`config.mk`:
```
export PLATFORM = sky130hd
export DESIGN_NAME = shift_normalizer
export DESIGN_NICKNAME = d
export VERILOG_FILES = /design/src/rtl/shift_normalizer_pkg.sv /design/src/rtl/shift_normalizer_norm_step.sv /design/src/rtl/shift_normalizer.sv
export SDC_FILE = /design/constraint.sdc
export NUM_CORES = 1
export LEC_CHECK = 0
export BUFFER_PORTS_ARGS = -buffer_cell sky130_fd_sc_hd__buf_2
export CORE_AREA = 2 2 90 92
export CTS_CLUSTER_SIZE = 30
export DETAILED_ROUTE_END_ITERATION = 8
export DIE_AREA = 0 0 92 94
export GPL_ROUTABILITY_DRIVEN = 0
export PLACE_DENSITY = 0.74
export SETUP_SLACK_MARGIN = 0.2
export SLEW_MARGIN = 5
export SYNTH_ARGS = -nofsm -noshare
export SYNTH_HDL_FRONTEND = slang
export SYNTH_SLANG_ARGS = --single-unit
export TNS_END_PERCENT = 5
```
`constraint.sdc`:
```
create_clock -name clk -period 4.4 [get_ports clk]
set_input_delay 0.66 -clock clk [delete_from_list [all_inputs] [get_ports clk]]
set_output_delay 0.66 -clock clk [all_outputs]
set_load 0.02 [all_outputs]
```
`src/rtl/shift_normalizer_pkg.sv`:
```
// Shared definitions for the shift normalizer: FSM encoding, data width
// and the per-step shift-size table used by the iterative datapath.
package shift_normalizer_pkg;

   localparam int unsigned DATA_W = 16;

   typedef enum logic [1:0] {
      ST_IDLE = 2'b00,
      ST_BUSY = 2'b01,
      ST_DONE = 2'b10
   } state_e;

   // Entry [k] is the shift size tried on BUSY step k.
   localparam logic [3:0][4:0] STEP_TABLE = {5'd1, 5'd2, 5'd4, 5'd8};

   function automatic logic [4:0] step_size(input logic [1:0] idx);
      return STEP_TABLE[idx];
   endfunction

   // Count bit contributed by step k is log2(step size) = 3 - k.
   function automatic logic [3:0] step_bit(input logic [1:0] idx);
      return 4'b1000 >> idx;
   endfunction

endpackage

```
`src/rtl/shift_normalizer_norm_step.sv`:
```
// Single test-and-shift stage: if the s bits at the leading (Dir=0) or
// trailing (Dir=1) end are all zero, shift them out and report a hit.
module norm_step
   import shift_normalizer_pkg::*;
(
   input  logic [DATA_W-1:0] work_i,
   input  logic              dir_i,
   input  logic [4:0]        step_i,
   output logic [DATA_W-1:0] work_o,
   output logic              hit_o
);

   logic [4:0]        rem_s;
   logic [DATA_W-1:0] probe_s;

   // Isolate the s bits under test by shifting the rest away, then shift on a hit.
   always_comb begin
      rem_s   = 5'd16 - step_i;
      probe_s = 16'h0000;
      work_o  = work_i;
      if (dir_i == 1'b0) begin
         probe_s = work_i >> rem_s;
      end else begin
         probe_s = work_i << rem_s;
      end
      hit_o = (probe_s == 16'h0000);
      if (hit_o && (dir_i == 1'b0)) begin
         work_o = work_i << step_i;
      end else if (hit_o) begin
         work_o = work_i >> step_i;
      end else begin
         work_o = work_i;
      end
   end

endmodule

```
`src/rtl/shift_normalizer.sv`:
```
// Iterative 16-bit normalizer: counts leading (Dir=0) or trailing (Dir=1)
// zeros in four fixed BUSY steps and presents the shifted value and count.
module shift_normalizer
   import shift_normalizer_pkg::*;
(
   input  logic              clk,
   input  logic              rst_n,
   input  logic              in_valid,
   output logic              in_ready,
   input  logic [DATA_W-1:0] In,
   input  logic              Dir,
   output logic              out_valid,
   input  logic              out_ready,
   output logic [DATA_W-1:0] Out,
   output logic [3:0]        Cnt,
   output logic              Zero
);

   state_e            state_q, state_d;
   logic [DATA_W-1:0] work_q, work_d;
   logic              dir_q, dir_d;
   logic              zero_q, zero_d;
   logic [3:0]        cnt_q, cnt_d;
   logic [1:0]        step_q, step_d;
   logic              in_ready_q, in_ready_d;
   logic              out_valid_q, out_valid_d;
   logic [DATA_W-1:0] out_q, out_d;
   logic [3:0]        out_cnt_q, out_cnt_d;
   logic              out_zero_q, out_zero_d;

   logic [DATA_W-1:0] step_work_s;
   logic              step_hit_s;

   norm_step u_norm_step (
      .work_i (work_q),
      .dir_i  (dir_q),
      .step_i (step_size(step_q)),
      .work_o (step_work_s),
      .hit_o  (step_hit_s)
   );

   // Next-state and datapath; result registers are only non-zero in DONE.
   always_comb begin
      state_d     = state_q;
      work_d      = work_q;
      dir_d       = dir_q;
      zero_d      = zero_q;
      cnt_d       = cnt_q;
      step_d      = step_q;
      in_ready_d  = in_ready_q;
      out_valid_d = out_valid_q;
      out_d       = out_q;
      out_cnt_d   = out_cnt_q;
      out_zero_d  = out_zero_q;
      case (state_q)
         ST_IDLE: begin
            if (in_valid && in_ready_q) begin
               state_d    = ST_BUSY;
               work_d     = In;
               dir_d      = Dir;
               zero_d     = (In == 16'h0000);
               cnt_d      = 4'd0;
               step_d     = 2'd0;
               in_ready_d = 1'b0;
            end else begin
               state_d = ST_IDLE;
            end
         end
         ST_BUSY: begin
            // A zero operand would "hit" every step; the Zero flag masks that.
            if (step_hit_s && !zero_q) begin
               work_d = step_work_s;
               cnt_d  = cnt_q | step_bit(step_q);
            end else begin
               work_d = work_q;
            end
            if (step_q == 2'd3) begin
               state_d     = ST_DONE;
               step_d      = 2'd0;
               out_valid_d = 1'b1;
               out_d       = work_d;
               out_cnt_d   = cnt_d;
               out_zero_d  = zero_q;
            end else begin
               step_d = step_q + 2'd1;
            end
         end
         ST_DONE: begin
            if (out_ready) begin
               state_d     = ST_IDLE;
               in_ready_d  = 1'b1;
               out_valid_d = 1'b0;
               out_d       = 16'h0000;
               out_cnt_d   = 4'd0;
               out_zero_d  = 1'b0;
            end else begin
               state_d = ST_DONE;
            end
         end
         default: begin
            state_d     = ST_IDLE;
            work_d      = 16'h0000;
            dir_d       = 1'b0;
            zero_d      = 1'b0;
            cnt_d       = 4'd0;
            step_d      = 2'd0;
            in_ready_d  = 1'b1;
            out_valid_d = 1'b0;
            out_d       = 16'h0000;
            out_cnt_d   = 4'd0;
            out_zero_d  = 1'b0;
         end
      endcase
   end

   // State and output registers with synchronous active-low reset.
   always_ff @(posedge clk) begin
      if (!rst_n) begin
         state_q     <= ST_IDLE;
         work_q      <= 16'h0000;
         dir_q       <= 1'b0;
         zero_q      <= 1'b0;
         cnt_q       <= 4'd0;
         step_q      <= 2'd0;
         in_ready_q  <= 1'b1;
         out_valid_q <= 1'b0;
         out_q       <= 16'h0000;
         out_cnt_q   <= 4'd0;
         out_zero_q  <= 1'b0;
      end else begin
         state_q     <= state_d;
         work_q      <= work_d;
         dir_q       <= dir_d;
         zero_q      <= zero_d;
         cnt_q       <= cnt_d;
         step_q      <= step_d;
         in_ready_q  <= in_ready_d;
         out_valid_q <= out_valid_d;
         out_q       <= out_d;
         out_cnt_q   <= out_cnt_d;
         out_zero_q  <= out_zero_d;
      end
   end

   assign in_ready  = in_ready_q;
   assign out_valid = out_valid_q;
   assign Out       = out_q;
   assign Cnt       = out_cnt_q;
   assign Zero      = out_zero_q;

endmodule

```
==> impl_metrics.toml <==
[clock_tree]
ctsResizeCount = 0
path_clk_slew_ns = 0.10
clock-sinks = 49
cts_hold_buf = 0
cts-root-buf = "clkbuf_8"
clk_path_buf_depth = 2
post_cts.repair.setup_buffers = 0
clkLatencyLatePin_ns = 0.31
cts_tree = "done"
cts-htree-levels = 2
cts_buffers = 5

[synth]
yosys.area.top_type = "dfxtp_1"
synthFlopType = "dfxtp_1"
ys_ff_latch = 49
synth_edf_count = 0
synth.area.top_cells = "dfxtp_1 (24%), mux4_2 (11%), mux2i_1 (8.2%)"
synth_area_per_cell_um2 = 8.03
synth_seq_area_share_pct = 23.6
synth_nets = 548
syn-cell-area_mm2 = 0.00415
syn_inst = 517
synth.yosys.warnings = 0
synth.distinct_cells = 64
synthArstFlopShare_pct = 0
synth_top_area_share_pct = 23.6

[detailed_routing]
vias = 4297
drc = 0
drt_iter0_drc = 553
viasPerCell = 6.91
finalWirelength_um = 13000
first_pass_iters = 5
wl_per_cell_um = 20.9
ant_nets = 0

[critical_path]
r2r-start = "step_q[1]"
max_stage_delay_ns = 0.45
crit_buf_inv = 3
critical-path-top-delay-family = "buffers and inverters"
required_ns = 4.61
arrival_ns = 3.64
setup.worst_path.start = "step_q[1]"
r2r_slack_ns = 0.96
crit_chain = "ha_1 > buf_4 > clkinv_1 > ha_1 > a21boi_0 > o2bb2ai_1 > o2111ai_1 > a2bb2oi_4 > buf_4 > nand4_1 > a32o_1"
crit_path_start_kind = "flip-flop"
cpMaxStageDelayCell = "buf_4"
path_max_fanout = 45
worstSetupEndpointType = "flip-flop"
path_class = "reg2reg"

[status]
status = "completed"

[floorplan]
rows = 32
fp.dieH_um = 94
initial_core_util_pct = 54.6
io_pins = 44
die_area_mm2 = 0.00865
core_mm2 = 0.00761
fp.dieW_um = 92

[timing]
rsz0062_at_grt = "false"
max_freq_mhz = 291
fin_ws_ns = 0.965
slew_headroom_pct = 33.7
post-route-period-util_pct = 78.1
period_needed_ns = 3.44
hold_viol_final = 0
setup_viol = 0
fin_skew_ns = 0.0107
maxSlewViolCount = 0
tightest_slew_ns = 0.994
fin_setup_tns_ns = 0

[power]
vdd_drop_max_uv = 298
cellPowerDensity_mw_per_mm2 = 341
leakage_nw = 1.59

[place]
portBuffers = 43
dpl.hpwl_um = 9030
dpl_cell_area_mm2 = 0.00430
preCtsSetupSlack_ns = 1.05
dp_cells = 614

[grt]
grt_pass1_vias = 3949
grt_pass1_wl_um = 21100
antenna_found_initial = 0
track_usage_pct = 30.8
overflow = 0
grt_max_degree = 46

[final_layout]
area_growth_pct = 5.66
layoutNonFillerInstCount = 622
drive_gt1_share_pct = 18.3
nets = 550
fin_area_mm2 = 0.00439
n_antenna_cell = 0

[hold_path]
hold_start = "Cnt[0]"
min_path_type = "reg2reg"

[run]
cap_violations = 0
[area by class of cell]
class | count | area (um2)
clock buffer | 6 | 72.6
clock inverter | 2 | 13.8
fill | 730 | 3220
inverter | 16 | 60.1
multi-input combinational | 396 | 2860
sequential | 49 | 981
tap | 102 | 128
timing repair buffer | 51 | 275
[worst reg2reg max path, stage by stage, from the launching register on]
cell and delay, ns:
dfxtp_1 0.42, ha_1 0.19, buf_4 0.34, clkinv_1 0.36
ha_1 0.44, a21boi_0 0.10, o2bb2ai_1 0.17, o2111ai_1 0.20
a2bb2oi_4 0.19, buf_4 0.45, nand4_1 0.19, a32o_1 0.29
[flip-flops by register name (all words and copies together), names as in the netlist]
register	count
work_q	16
Zero	1
Out	16
state_q	2
dir_q	1
out_valid	1
in_ready	1
cnt_q	4
step_q	2
Cnt	4
zero_q	1
[final timing paths]
path | endpoint | cells after the start
max | Out[3] | 11
min | Cnt[0] | 2
max reg2reg | Out[3] | 11
min reg2reg | Cnt[0] | 2
[per-stage QoR]
| step | utilization, % | hold WS [ns] | total power [mW] |
|---|---|---|---|
| 2_1_floorplan | - | 0.438 | 1.05 |
| 3_3_place_gp | 56.6 | 0.430 | 1.19 |
| 3_5_place_dp | 56.6 | 0.437 | 1.21 |
| 4_1_cts | 57.7 | 0.458 | 1.47 |
| 5_1_grt | 57.7 | 0.480 | 1.57 |
| 6_report | 57.7 | 0.456 | 1.50 |
[layout by cell type (no fill, tap or decap), types with 3 or more instances in the layout]
master,n
a211oi_1,3
a21boi_0,6
a21oi_1,23
a22o_1,3
a2bb2oi_1,5
a31oi_1,6
a32o_1,4
and2_1,4
and3_1,4
buf_2,43
buf_4,8
clkbuf_8,5
clkinv_1,3
dfxtp_1,49
ha_1,9
inv_1,13
mux2_2,5
mux2i_1,34
mux4_2,20
nand2_1,61
nand2b_1,8
nand3_1,30
nand4_1,5
nor2_1,31
nor2b_1,8
nor3_1,10
nor4_1,4
nor4b_1,4
o2111ai_1,5
o211ai_1,6
o21ai_0,38
o22a_1,4
o22ai_1,4
o311ai_0,5
o31ai_1,5
or2_2,4
or3_1,6
[synth_stat cells, drive strengths merged, types with 8 or more instances]
master,instances
clkbuf,36
nor3,10
dfxtp,49
buf,20
nand3,30
inv,13
a21oi,25
nand2b,8
nand2,61
mux4,20
mux2i,35
ha,10
o21ai,39
nor2b,8
nor2,31
[layer usage]
metal	track usage, %	part of all wire, %	up-vias
li1	-	-	1919
met4	14.2	4.8	0
met5	0	0	-
met2	46.4	43	303
met3	5.54	11	67
met1	43.1	41	2008
[logic make-up (layout without fill, tap and decap cells)]
logic type | Yosys count | in the layout | synth area share, %
xor+xnor | 1 | 1 | 0.211
compound gates | 139 | 139 | 23.0
fa+ha+maj | 10 | 10 | 3.01
buf+inv | 72 | 75 | 7.71
flops | 49 | 49 | 23.6
mux | 60 | 60 | 20.7
simple gates | 186 | 186 | 21.8
[report_power, final]
group,switching (mW),total [mW],internal [mW]
clock network,0.157,0.270,0.114
registers,0.117,0.599,0.482
logic,0.369,0.626,0.257
total,0.643,1.50,0.852
Note: power is estimated with default switching activity, not from simulation.
